[src/rtl/if_fetch_unit.sv]
// Instruction-fetch stage: owns the PC, runs a single-outstanding req/ack fetch to imem and
// buffers up to two instructions for decode. Define IF_ALIGN_CHECK_EN to flag misaligned redirects.
module if_fetch_unit #(
  parameter logic [31:0] RESET_PC = 32'h0000_0000
) (
  input  logic        CLOCK,
  input  logic        RESET_N,
  output logic        imem_req,
  output logic [31:0] imem_addr,
  input  logic        imem_ack,
  input  logic [31:0] imem_data,
  input  logic        Stall,
  input  logic        Flush,
  input  logic [31:0] redirect_PC,
  output logic [31:0] inst_out,
  output logic [31:0] PC_add4_out,
  output logic        inst_valid,
  output logic        addr_err
);

  typedef enum logic [1:0] {StIdle, StBusy, StDrain} state_e;

  state_e      state_q, state_d;
  logic [31:0] pc_q, pc_d;
  logic [31:0] req_addr_q, req_addr_d;
  logic [31:0] inst_q [2];
  logic [31:0] inst_d [2];
  logic [31:0] pca4_q [2];
  logic [31:0] pca4_d [2];
  logic [1:0]  count_q, count_d;

  logic        pop;
  logic        push;
  logic        room;
  logic [1:0]  count_after;
  logic [1:0]  cnt_tmp;
  logic [31:0] next_addr;
  logic [31:0] redirect_eff;

  assign next_addr   = req_addr_q + 32'd4;
  assign pop         = (count_q != 2'd0) && !Stall && !Flush;
  assign push        = (state_q == StBusy) && imem_ack && !Flush;
  assign count_after = count_q - {1'b0, pop} + {1'b0, push};
  assign room        = (count_after != 2'd2);

`ifdef IF_ALIGN_CHECK_EN
  logic addr_err_q, addr_err_d;

  assign redirect_eff = {redirect_PC[31:2], 2'b00};

  always_comb begin
    addr_err_d = addr_err_q;
    if (Flush && (redirect_PC[1:0] != 2'b00)) begin
      addr_err_d = 1'b1;
    end
  end

  always_ff @(posedge CLOCK or negedge RESET_N) begin
    if (!RESET_N) begin
      addr_err_q <= 1'b0;
    end else begin
      addr_err_q <= addr_err_d;
    end
  end

  assign addr_err = addr_err_q;
`else
  assign redirect_eff = redirect_PC;
  assign addr_err     = 1'b0;
`endif

  // State register
  always_ff @(posedge CLOCK or negedge RESET_N) begin
    if (!RESET_N) begin
      state_q <= StIdle;
    end else begin
      state_q <= state_d;
    end
  end

  // Next-state logic
  always_comb begin
    state_d = state_q;
    case (state_q)
      StIdle: begin
        if (!Flush && (count_q != 2'd2)) state_d = StBusy;
      end
      StBusy: begin
        // The outstanding request must still complete after a flush, so drain it.
        if (Flush) begin
          state_d = imem_ack ? StIdle : StDrain;
        end else if (imem_ack && !room) begin
          state_d = StIdle;
        end
      end
      StDrain: begin
        if (imem_ack) state_d = StIdle;
      end
      default: state_d = StIdle;
    endcase
  end

  // Datapath next-state: PC, request address and the 2-entry FIFO (entry 0 is the head)
  always_comb begin
    pc_d       = pc_q;
    req_addr_d = req_addr_q;
    inst_d     = inst_q;
    pca4_d     = pca4_q;
    cnt_tmp    = count_q;

    if (pop) begin
      inst_d[0] = inst_q[1];
      pca4_d[0] = pca4_q[1];
      cnt_tmp   = count_q - 2'd1;
    end
    if (push) begin
      inst_d[cnt_tmp[0]] = imem_data;
      pca4_d[cnt_tmp[0]] = next_addr;
      cnt_tmp            = cnt_tmp + 2'd1;
      pc_d               = next_addr;
      if (room) req_addr_d = next_addr;
    end
    if ((state_q == StIdle) && !Flush && (count_q != 2'd2)) begin
      req_addr_d = pc_q;
    end

    count_d = cnt_tmp;
    if (Flush) begin
      pc_d    = redirect_eff;
      count_d = 2'd0;
    end
  end

  always_ff @(posedge CLOCK or negedge RESET_N) begin
    if (!RESET_N) begin
      pc_q       <= RESET_PC;
      req_addr_q <= RESET_PC;
      count_q    <= 2'd0;
      inst_q[0]  <= 32'd0;
      inst_q[1]  <= 32'd0;
      pca4_q[0]  <= 32'd0;
      pca4_q[1]  <= 32'd0;
    end else begin
      pc_q       <= pc_d;
      req_addr_q <= req_addr_d;
      count_q    <= count_d;
      inst_q     <= inst_d;
      pca4_q     <= pca4_d;
    end
  end

  // Outputs, decoded only from registered state
  always_comb begin
    imem_req    = (state_q != StIdle);
    imem_addr   = req_addr_q;
    inst_valid  = (count_q != 2'd0);
    inst_out    = 32'd0;
    PC_add4_out = pc_q;
    if (count_q != 2'd0) begin
      inst_out    = inst_q[0];
      PC_add4_out = pca4_q[0];
    end
  end

endmodule

[config.mk]
export PLATFORM = sky130hd
export DESIGN_NAME = if_fetch_unit
export DESIGN_NICKNAME = d
export VERILOG_FILES = /design/src/rtl/if_fetch_unit.sv
export SDC_FILE = /design/constraint.sdc
export NUM_CORES = 1
export LEC_CHECK = 0
export CAP_MARGIN = 10
export CORE_ASPECT_RATIO = 0.6
export CORE_MARGIN = 3
export CORE_UTILIZATION = 45
export CTS_BUF_LIST = sky130_fd_sc_hd__clkbuf_16
export DETAILED_ROUTE_END_ITERATION = 16
export GPL_TIMING_DRIVEN = 0
export PLACE_DENSITY_LB_ADDON = 0.2
export SLEW_MARGIN = 20
export SYNTH_ARGS = -nofsm -noshare
export SYNTH_HDL_FRONTEND = slang
export SYNTH_SLANG_ARGS = --single-unit
[constraint.sdc]
create_clock -name CLOCK -period 3.8 [get_ports CLOCK]
set_clock_uncertainty 0.2 [all_clocks]
set_input_delay 0.95 -clock CLOCK [delete_from_list [all_inputs] [get_ports CLOCK]]
set_output_delay 0.95 -clock CLOCK [all_outputs]
set_load 0.02 [all_outputs]
==> run summary, run 1 <==
The run gives 4650 um^2 as the area occupied by multi-input gates. The gate family responsible for the most delay along the worst path was buffers and inverters. For the worst flop-to-flop path, the logic depth is 13. Ratio of cells with drive above 1 in the final layout: 0.158. The global-route congestion overflow total was 0; the met3 layer wire length in the routed design was 2660 um.

The mean number of vias per cell is 5.68, and the placed wire-length estimate is 22,300 um. The root cell of the clock tree is clkbuf_16. At the placement stage, the worst setup path has a slack of -1.17 ns. The combinational cell fraction of total power was 0.473; the actual slew at the worst max-slew pin was 1.01 ns. The critical-path cell with the highest stage delay was clkdlybuf4s50_1. The logs give 8,156 for the via count of the first global-routing pass and 4 for the total number of H-tree levels. The average instance in the mapped netlist occupies 10.0 um^2. Routability-driven placement finished with a final weighted congestion of 0.968.

The cell depth of the worst setup path works out to 5. The logs give 0.495 for the portion of the post-synthesis area used by sequential elements and 21,300 um^2 for the area inside the core boundary. The first routing iteration left 743 violations. The finished cells cover 12,700 um^2. Kind of critical path: flop to output pin. The tools report the arrival time reported for the critical path endpoint as 2.55 ns. Setup repair after global routing could not meet its margin everywhere. The run gives 425 uV as the maximum vdd ir drop. TritonCTS built the clock tree. Final hold violation count: 0.

In this design, the stage delay of the slowest critical-path cell is 0.55 ns. The die boundary height is 121 um. Entering global routing, the biggest net connects 76 pins. Traced cell by cell, the critical path runs through inv_1, ha_2, buf_2, mux2_2, clkdlybuf4s50_1. In the final routed layout, each cell accounts on average for 21.1 um. Final-layout fill cell count: 1,832. Along the worst path, the maximum fanout reaches 10.

Synthesis handed over a netlist of 986 instances. The most common library cell in the layout ignoring fill and taps was dfrtp_1. The final core utilization is 0.595. The first global-routing pass estimated 47,700 um of wire. In this run the cell area measured after placement is 12,000 um^2.

The cell area that synthesis handed to floorplanning was 9900 um^2. The final count of negative-setup-slack endpoints is 0, and the routed wire length is 30,900 um. After detailed routing, the number of remaining DRC violations is 0. The clock passes through at most 2 buffers. For this run, the number of Yosys warnings is 0. The most used flip-flop cell after synthesis is dfrtp_1.

The detailed router put a total of 15,500 um of wire on met1. The number of pins exceeding their max-slew limit in the final report is 0, and the die width is 197 um. At the later pin of the worst-skew pair, clock insertion delay measures 0.43 ns.

In this run, CTS created clock tree buffers numbering 17. The highest metal layer carrying signal wires in the routed design is met4. The remaining number of nets flagged by the antenna check after routing is 0, and the post-route fraction of the period consumed by the critical path is 0.973. In the final layout, flip-flops and latches occupy 4900 um^2.

The tools report the nature of the critical path endpoint as an output pin. Clock-pin slew was measured on the worst setup and hold paths at 0.07 ns. For the leakage component of the power, the log shows 5.36 nW. Startpoint class of the critical path: a flop.

The logs give 0.180 for the fraction of power consumed by the clock network and 1,247 for the layout net count. Derived from the worst setup path, the maximum achievable clock frequency is 0.270 GHz. Dividing total power by cell area gives a power density of 827 nW/um^2.

Switching power: 0.00416 W. The tool flagged a number of max-cap violations equal to 0. The count of buffering cells on the critical path with inverters included is 3. Counting every net in the synthesized netlist gives 1,060.

For the aggregate negative setup slack, the log shows 0 ns. Global-route usage over all layers: 0.263. The pre-antenna-repair detailed-routing pass consisted of 5 iterations.

The logs give 0.319 for the worst slew margin relative to its limit and 0 for the diode insertion count for antenna repair. The sequential cell fraction of total power is 0.347, and the count of flip-flops with a built-in enable after synthesis is 0. The flow ran to the end, and the final reports show no timing, DRC or antenna violations. After clock tree synthesis, the flow added hold-fix buffers numbering 0.

Relative to the synthesized area, the layout overhead comes to 27.9%. For the worst setup path, the data required time is 2.65 ns. Summed over all nets, wire length on met2 after detailed routing comes to 12,400 um. Across all layers, the routed design uses 8,327 vias. The number of top-level pins was 168; the cell internal power dissipation was 0.00631 W. The die covers 23,900 um^2. The count of clock tree sinks was 196; the count of different cell masters after synthesis was 57. The fraction of power spent switching nets was 0.397.

Synthesis inferred 196 register bits. The run gives 0 as the number of antenna violations at the first check in global routing. The number of input and output port buffers inserted was 165; the setup slack of the critical path after layout was 0.101 ns. In the layout the commonest cells are 196 x dfrtp_1, 157 x clkdlybuf4s50_1, 101 x nor2_1, 98 x mux2_2, 95 x nand2_1.

The run gives 0.465 as the effective utilization at floorplan. In this run the core area contains 41 standard-cell rows. The proportion of synthesized flip-flops having asynchronous set or reset was 1.00.

The class of the worst hold path was input port to asynchronous set/reset pin. After layout, the minimum clock period comes to 3.70 ns.
-- path summary, 6_finish.rpt --
check,endpoint,from,slack (ns)
max,PC_add4_out[9],count_q[0],0.10
min,pca4_q[53],RESET_N,0.21
max reg2reg,imem_addr[6],count_q[1],0.52
min reg2reg,flop,flop,0.31
max in group asynchronous,inst_q[61],RESET_N,2.12
min in group CLOCK,flop,flop,0.31
-- cell families after synthesis --
logic type | share of synthesized area
AO/OA/AOI/OAI | 0.126
flip-flops | 0.495
XOR/XNOR | 0.0239
AND/OR/NAND/NOR | 0.154
adder cells (fa/ha/maj) | 0.00632
other | 0.000379
buffers and inverters | 0.0360
multiplexers | 0.158
-- layer usage --
| layer | up-vias | global-route usage |
|---|---|---|
| li1 | 3860 | - |
| met1 | 4106 | 0.420 |
| met2 | 339 | 0.355 |
| met3 | 22 | 0.0680 |
| met4 | 0 | 0.0557 |
| met5 | - | 0 |
-- layout make-up --
type                    instances  share of cell area
plain buffers                  72              0.0278
clock buffers                  17              0.0336
clock inverters                15              0.0143
inverters                      14             0.00415
multi-input cells             702               0.368
flip-flops and latches        196               0.387
well taps                     279              0.0276
repair buffers                170               0.137
-- worst register-to-register path: stages (launching register included) --
cell and delay [ns]:
dfrtp_1 0.44, inv_1 0.09, ha_2 0.22, nor3_4 0.15, buf_4 0.24, buf_4 0.27
o21ai_0 0.13, ha_1 0.22, xor2_2 0.17, a21oi_2 0.27, nor2_1 0.10, buf_2 0.27
o21ai_0 0.17, o311ai_0 0.17
-- per-stage QoR --
step / total power, W / hold slack (ns) / cells
after floorplan: 0.00647 / 0.258 / 986
after global placement: 0.00843 / 0.285 / 1430
after detailed placement: 0.00851 / 0.296 / 1432
after CTS: 0.0105 / 0.222 / 1464
after global routing: 0.0111 / 0.229 / 1465
final: 0.0105 / 0.208 / 1465
-- power by group through the flow --
stage	Combinational [W]	Sequential (W)	Clock (W)
6_report	0.00496	0.00363	0.00188
5_1_grt	0.00535	0.00373	0.00200
4_1_cts	0.00494	0.00361	0.00192
3_5_place_dp	0.00488	0.00364	0
3_3_place_gp	0.00480	0.00362	0
2_1_floorplan	0.00288	0.00359	0
-- synth_stat cells (4+ instances only) --
cell,number,area (um^2)
xor2_1,11,96.3
dfrtp_1,196,4900
or3_1,4,25.0
xnor2_1,16,140
a31oi_1,6,37.5
o21ai_0,64,320
nand3_1,17,85.1
buf_2,16,80.1
mux2_2,98,1100
nor4_1,5,31.3
o221ai_1,11,96.3
a21o_1,6,45.0
nor2_1,101,379
ha_1,5,62.6
o311ai_0,8,70.1
nor2b_1,33,206
nand4_1,15,93.8
nor3_1,7,35.0
a22oi_1,6,45.0
and3_1,7,43.8
mux2i_1,46,460
a21oi_1,87,435
nor3b_1,4,30.0
nand2_1,95,357
clkbuf_1,53,199
inv_1,14,52.6
-- repair_timing --
item                                    4_1_cts  5_1_grt
buffers inserted                              1        2
gates resized for setup                      27       27
endpoints found under the setup margin      158       76
pin swaps                                     0        1
No activity file was read; power rests on OpenSTA's default activity.
==> run 2: changes to the inputs <==
PLACE_DENSITY = 0.69   (was unset)
PLACE_DENSITY_LB_ADDON = unset   (was 0.2)
==> run 2 against run 1 <==
Combinational power barely moved. Wire length is 0.79% lower. Sequential share of layout area rose by 0.16 points. Global-route usage decreased by 0.36 points. Critical endpoint unchanged. Core utilization decreased by 0.24 points. Sequential power about the same. Clock power is 7% lower. Worst hold slack better by 0.0084 ns. Power is 1.3% lower. Critical path type unchanged.
==> run summary, run 2 (synthesized netlist as in run 1, its figures left out) <==
The post-placement setup slack was -1.05 ns (was -1.17 ns). Ratio of cells with drive above 1 in the final layout: 0.153 (was 0.158). The run gives 407 uV (was 425 uV) as the maximum vdd ir drop.

The run gives 0 (unchanged) as the diode insertion count for antenna repair. Kind of critical path: flop to output pin (unchanged). The post-route fraction of the period consumed by the critical path came out at 0.973 (about the same).

The post-route worst hold slack was 0.216 ns (was 0.208 ns). Startpoint class of the critical path: a flop (unchanged). Leading cell types in the layout, fill and taps excluded: 196 x dfrtp_1, 157 x clkdlybuf4s50_1, 101 x nor2_1, 98 x mux2_2, 95 x nand2_1 (unchanged).

The biggest cell delay along the critical path came out at 0.55 ns (about the same). The logs give 168 (unchanged) for the number of top-level pins and 0 (unchanged) for the remaining number of nets flagged by the antenna check after routing. For the setup slack of the critical path after layout, the log shows 0.103 ns (was 0.101 ns). The die boundary height works out to 121 um (unchanged).

The class of the worst hold path was input port to asynchronous set/reset pin (unchanged). CP cell instances: inv_1, ha_2, buf_2, mux2_2, clkdlybuf4s50_1 (unchanged). The uppermost layer routed is met4 (unchanged).

The growth of design area from synthesis to finish was 27.3% (was 27.9%). The run gives 196 (unchanged) as the count of clock tree sinks. Setup repair after global routing left no endpoint under its margin. The mean number of vias per cell was 5.77 (was 5.68); the total routed wire length on the met1 layer was 14,800 um (was 15,500 um). The overall die area was 23,900 um^2 (unchanged).

The count of buffering cells on the critical path with inverters included works out to 3 (unchanged). The cell depth of the worst flop-to-flop path works out to 13 (unchanged). The routed wire length came out at 30,700 um (was 30,900 um). The vias after detailed routing came out at 8,458 (was 8,327). The tools report the endpoint of the most critical register-to-register path as imem_addr[30] (was imem_addr[6]).

For the first-pass GRT wire length, the log shows 47,600 um (was 47,700 um). The maximum number of pins on one net before global-route repair came out at 78 (was 76). The logs give 0.465 (unchanged) for the effective utilization at floorplan and 0 (unchanged) for the global-route congestion overflow total.

The source-to-sink clock delay at the later pin of the worst-skew pair came out at 0.44 ns (was 0.43 ns). For the combinational cell fraction of total power, the log shows 0.478 (was 0.473). The number of pins exceeding their max-slew limit in the final report is 0 (unchanged).

The total of max-cap violations was 0 (unchanged); the final core utilization was 0.592 (was 0.595). Maximum buffer depth of the clock tree: 2 (unchanged). The met2 wire length is 12,400 um (about the same). The total number of H-tree levels came out at 4 (unchanged).

The fraction of power consumed by the clock network came out at 0.169 (was 0.180). The gate family responsible for the most delay along the worst path was buffers and inverters (unchanged). The worst slew margin relative to its limit is 0.391 (was 0.319).

The flow ran to the end, and the final reports show no timing, DRC or antenna violations. The tools report the area inside the core boundary as 21,300 um^2 (unchanged). Nature of the critical path endpoint: an output pin (unchanged).

Switching power: 0.00410 W (was 0.00416 W). TritonCTS built the clock tree. The final count of negative-setup-slack endpoints came out at 0 (unchanged). Most common library cell in the layout ignoring fill and taps: dfrtp_1 (unchanged). The register-to-register path setup slack was 0.53 ns (was 0.52 ns). The time the final worst path needs with I/O delays and setup works out to 3.70 ns (about the same). Arrival time reported for the critical path endpoint: 2.55 ns (about the same).

The power density over the cells came out at 819 nW/um^2 (was 827 nW/um^2). The logs give 8,126 (was 8,156) for the via count of the first global-routing pass and 0 (unchanged) for the final hold violation count. The placed wire-length estimate is 22,300 um (about the same), and the layout net count is 1,247 (unchanged).

For the met3 layer wire length in the routed design, the log shows 3210 um (was 2660 um). The total clock buffers created by CTS is 17 (unchanged), and the worst-path maximum fanout is 10 (unchanged). The tools report the launch instance of the worst register-to-register path as count_q[1] (unchanged). The required time of the worst setup path came out at 2.65 ns (about the same). The fraction of power spent switching nets is 0.397 (about the same), and the number of input and output port buffers inserted is 165 (unchanged). The clock-pin slew on the worst setup and hold paths is 0.07 ns (about the same), and the leakage component of the power is 5.37 nW (was 5.36 nW).

The highest clock rate came out at 0.270 GHz (about the same). The root cell of the clock tree is clkbuf_16 (unchanged). Sequential cell fraction of total power: 0.352 (was 0.347).

The logs give 0.260 (was 0.263) for the global-route usage over all layers and 0.00622 W (was 0.00631 W) for the cell internal power dissipation. The routed wirelength normalized by instance count came out at 20.9 um (was 21.1 um). The count of hold-fix buffers inserted at cts is 0 (unchanged), and the number of DRC markers after the initial detailed-route iteration is 904 (was 743). For the number of design rule violations left after detail routing, the log shows 0 (unchanged). The die width was 197 um (unchanged). The weighted congestion reported at the end of routability-driven placement was 0.981 (was 0.968); the actual slew at the worst max-slew pin was 0.913 ns (was 1.01 ns). The number of detailed-routing iterations run before antenna repair was 5 (unchanged). The number of placement rows was 41 (unchanged). The number of antenna violations at the first check in global routing came out at 0 (unchanged). The critical-path cell with the highest stage delay was clkdlybuf4s50_1 (unchanged).
## run 2: cell count changes in the layout (fill, tap and decap cells not counted), moves of 2 or more
cell	before	now
inv_6	3	0
dlygate4sd2_1	3	1
clkinv_4	3	1
clkbuf_4	4	2
inv_1	14	18
dlymetal6s2s_1	4	6
clkinv_1	1	4
buf_2	17	19
## run 2: area by class of cell
class / instances / area [um^2]
Tap cell: 279 / 349
Sequential cell: 196 / 4900
Clock inverter: 15 / 126
Buffer: 71 / 340
Fill cell: 1813 / 8680
Timing Repair Buffer: 171 / 1760
Clock buffer: 17 / 425
Multi-Input combinational cell: 702 / 4650
Inverter: 14 / 52.6
## run 2: stage by stage
step,power (W),TNS (ns),std cells,instance area [um^2]
4_1_cts,0.0103,0,1462,12500
3_3_place_gp,0.00841,-1402.86,1430,11900
5_1_grt,0.0109,0,1465,12600
3_5_place_dp,0.00851,-67.76,1432,12000
6_report,0.0103,0,1465,12600
2_1_floorplan,0.00647,0,986,9900
## run 2: how the worst max path moves through the flow
stage,depth (start not counted),endpoint,start,slack [ns]
after floorplan,12,imem_addr[28],Flush,0.28
after CTS,6,PC_add4_out[30],count_q[0],0.009
after global placement,1,inst_q[56],RESET_N,-6.83
after global routing,5,PC_add4_out[9],count_q[0],0.02
after detailed placement,12,imem_addr[30],imem_ack,-1.05
final,5,PC_add4_out[9],count_q[0],0.10
## run 2: timing repair
item                                    CTS  global route
buffers inserted                          0             4
hold endpoints to repair                  0             0
gates resized for setup                  25            25
pin swaps                                 0             1
endpoints found under the setup margin  151           107
## run 2: per-layer routing
metal	vias to the layer above	track usage
met5	-	0
met4	0	0.0380
met3	25	0.0741
met2	419	0.353
met1	4177	0.414
li1	3837	-
## run 2: power groups by stage
stage / clock network, W / logic, W / registers [W]
4_1_cts: 0.00177 / 0.00492 / 0.00362
6_report: 0.00175 / 0.00494 / 0.00364
3_3_place_gp: 0 / 0.00478 / 0.00363
5_1_grt: 0.00186 / 0.00533 / 0.00375
3_5_place_dp: 0 / 0.00486 / 0.00365
2_1_floorplan: 0 / 0.00288 / 0.00359
==> run 3: changes to the inputs <==
clock period = 4 ns   (was 3.8 ns; I/O delays follow)
==> run 3 against run 2 <==
Combinational power down 4.9%. Worst hold slack better by 0.056 ns. First-iteration DRC count up 4.6%. Final cell count up 0.14%. Final area down 0.17%. Non-clock buffer count up 2.
==> run summary, run 3 (synthesized netlist as in run 1, its figures left out) <==
The run finished with clean final reports. The combinational cell fraction of total power was 0.479 (was 0.478). The tools report the nature of the critical path endpoint as a flop (was an output pin). Leading cell types in the layout, fill and taps excluded: 196 x dfrtp_1, 164 x clkdlybuf4s50_1, 101 x nor2_1, 98 x mux2_2, 95 x nand2_1 (was 196 x dfrtp_1, 157 x clkdlybuf4s50_1, 101 x nor2_1, 98 x mux2_2, 95 x nand2_1). The number of input and output port buffers inserted is 165 (unchanged), and the mean number of vias per cell is 5.80 (was 5.77).

The final hold violation count is 0 (unchanged). Total clock buffers created by CTS: 17 (unchanged). The run gives 5.29 nW (was 5.37 nW) as the leakage component of the power. The ratio of cells with drive above 1 in the final layout is 0.150 (was 0.153), and the area inside the core boundary is 21,300 um^2 (unchanged).

The routed wirelength normalized by instance count is 20.9 um (about the same). The tools report the number of placement rows as 41 (unchanged). Launch instance of the worst register-to-register path: count_q[1] (unchanged). The tools report the root cell of the clock tree as clkbuf_16 (unchanged).

The required time of the worst setup path was 4.11 ns (was 2.65 ns); the number of DRC markers after the initial detailed-route iteration was 946 (was 904). The fraction of power consumed by the clock network was 0.169 (about the same). The actual slew at the worst max-slew pin came out at 0.907 ns (was 0.913 ns). Setup repair after global routing left no endpoint under its margin. The growth of design area from synthesis to finish came out at 27.1% (was 27.3%). The logs give 30,700 um (about the same) for the routed wire length and 0.258 GHz for the highest clock rate.

The most common library cell in the layout ignoring fill and taps is dfrtp_1 (unchanged). The logs give 3.98 ns (was 2.55 ns) for the arrival time reported for the critical path endpoint and 168 (unchanged) for the number of top-level pins. Power density over the cells: 780 nW/um^2 (was 819 nW/um^2).

For the sequential cell fraction of total power, the log shows 0.352 (about the same). The total number of H-tree levels is 4 (unchanged), and the count of clock tree sinks is 196 (unchanged). The logs give 0.259 (was 0.260) for the global-route usage over all layers and 0 (unchanged) for the number of antenna violations at the first check in global routing.

The endpoint of the most critical register-to-register path was imem_addr[30] (unchanged). The cell depth of the worst flop-to-flop path was 13 (unchanged); the cell internal power dissipation was 0.00592 W (was 0.00622 W). The run gives 0 (unchanged) as the total of max-cap violations. The run gives 22,300 um (unchanged) as the placed wire-length estimate. Number of instances in the placed design: 1,432 (unchanged).

TritonCTS built the clock tree. The maximum number of pins on one net before global-route repair was 78 (unchanged). The via count of the first global-routing pass is 8,125 (was 8,126), and the source-to-sink clock delay at the later pin of the worst-skew pair is 0.43 ns (was 0.44 ns). For the remaining number of nets flagged by the antenna check after routing, the log shows 0 (unchanged).

The logs give 23,900 um^2 (unchanged) for the overall die area and 0 (unchanged) for the final count of negative-setup-slack endpoints. Maximum buffer depth of the clock tree: 2 (unchanged). The diode insertion count for antenna repair was 0 (unchanged).

Kind of critical path: input port to flop (was flop to output pin). For the number of detailed-routing iterations run before antenna repair, the log shows 5 (unchanged). The tools report the switching power as 0.00390 W (was 0.00410 W). The clock-pin slew on the worst setup and hold paths is 0.07 ns (about the same). The global-route congestion overflow total came out at 0 (unchanged). The worst slew margin relative to its limit was 0.395 (was 0.391). The fraction of power spent switching nets is 0.397 (about the same), and the count of hold-fix buffers inserted at cts is 0 (unchanged).

For the number of pins exceeding their max-slew limit in the final report, the log shows 0 (unchanged). The number of design rule violations left after detail routing was 0 (unchanged); the time the final worst path needs with I/O delays and setup was 3.88 ns. The first-pass GRT wire length is 47,500 um (was 47,600 um).

The die boundary height is 121 um (unchanged). The register-to-register path setup slack is 0.60 ns (was 0.53 ns), and the die width is 197 um (unchanged). Weighted congestion reported at the end of routability-driven placement: 0.981 (unchanged). The effective utilization at floorplan was 0.465 (unchanged); the power consumption was 0.00982 W (was 0.0103 W). Startpoint class of the critical path: an input port (was a flop). The final core utilization was 0.591 (was 0.592). The post-route fraction of the period consumed by the critical path is 0.970.

The layout net count came out at 1,249 (was 1,247). Class of the worst hold path: input port to asynchronous set/reset pin (unchanged). Worst-path maximum fanout: 10 (unchanged). The vias after detailed routing came out at 8,512 (was 8,458). For the final non-filler cell total, the log shows 1,467 (was 1,465). Maximum vdd ir drop: 385 uV (was 407 uV).
-- run 3: worst max-delay path by stage --
stage / start / cells past startpoint / endpoint / slack (ns)
floorplan: Flush / 12 / imem_addr[28] / 0.43
global placement: RESET_N / 1 / inst_q[56] / -6.68
detailed placement: imem_ack / 12 / imem_addr[30] / -0.90
CTS: Stall / 11 / imem_addr[24] / 0.02
global route: imem_ack / 10 / flop / 0.02
finish: imem_ack / 12 / imem_addr[30] / 0.12
-- run 3: timing repair --
| item | 4_1_cts | 5_1_grt |
|---|---|---|
| gates resized for setup | 13 | 21 |
| endpoints found under the setup margin | 114 | 63 |
| pin swaps | 0 | 1 |
| setup buffers | 0 | 4 |
-- run 3: routing by layer --
metal / vias to the layer above / share of wire / GRT usage
met5: - / 0 / 0
met4: 0 / 0.0087 / 0.0380
met3: 25 / 0.11 / 0.0741
met2: 437 / 0.41 / 0.354
met1: 4208 / 0.47 / 0.413
li1: 3842 / - / -
-- run 3: critical path: stages --
cell and delay [ns]:
clkdlybuf4s50_1 0.49, nand4bb_1 0.18, clkbuf_2 0.28, buf_2 0.39
o21ai_0 0.16, ha_1 0.23, xor2_2 0.17, a21oi_2 0.26
nor2_1 0.10, clkbuf_2 0.27, o21ai_0 0.32, nand3_1 0.11
-- run 3: power groups by stage --
stage / clock network, W / logic (W) / registers, W
floorplan: 0 / 0.00273 / 0.00341
global placement: 0 / 0.00454 / 0.00345
detailed placement: 0 / 0.00462 / 0.00347
CTS: 0.00168 / 0.00466 / 0.00344
global route: 0.00176 / 0.00507 / 0.00356
finish: 0.00166 / 0.00470 / 0.00346
-- run 3: cell type report --
class | instances | area, um^2
flip-flops and latches | 196 | 4900
well taps | 279 | 349
inverters | 14 | 52.6
repair buffers | 171 | 1740
fillers | 1816 | 8700
plain buffers | 73 | 333
multi-input cells | 702 | 4650
clock buffers | 17 | 425
clock inverters | 15 | 126
-- run 3: per-stage QoR --
stage | TNS, ns | hold WS (ns) | cell area (um^2) | setup WS, ns
floorplan | 0 | 0.258 | 9900 | 0.426
finish | 0 | 0.273 | 12600 | 0.121
global placement | -1358.16 | 0.288 | 11900 | -6.68
CTS | 0 | 0.283 | 12500 | 0.0196
global route | 0 | 0.292 | 12600 | 0.0193
detailed placement | -52.46 | 0.296 | 12000 | -0.901
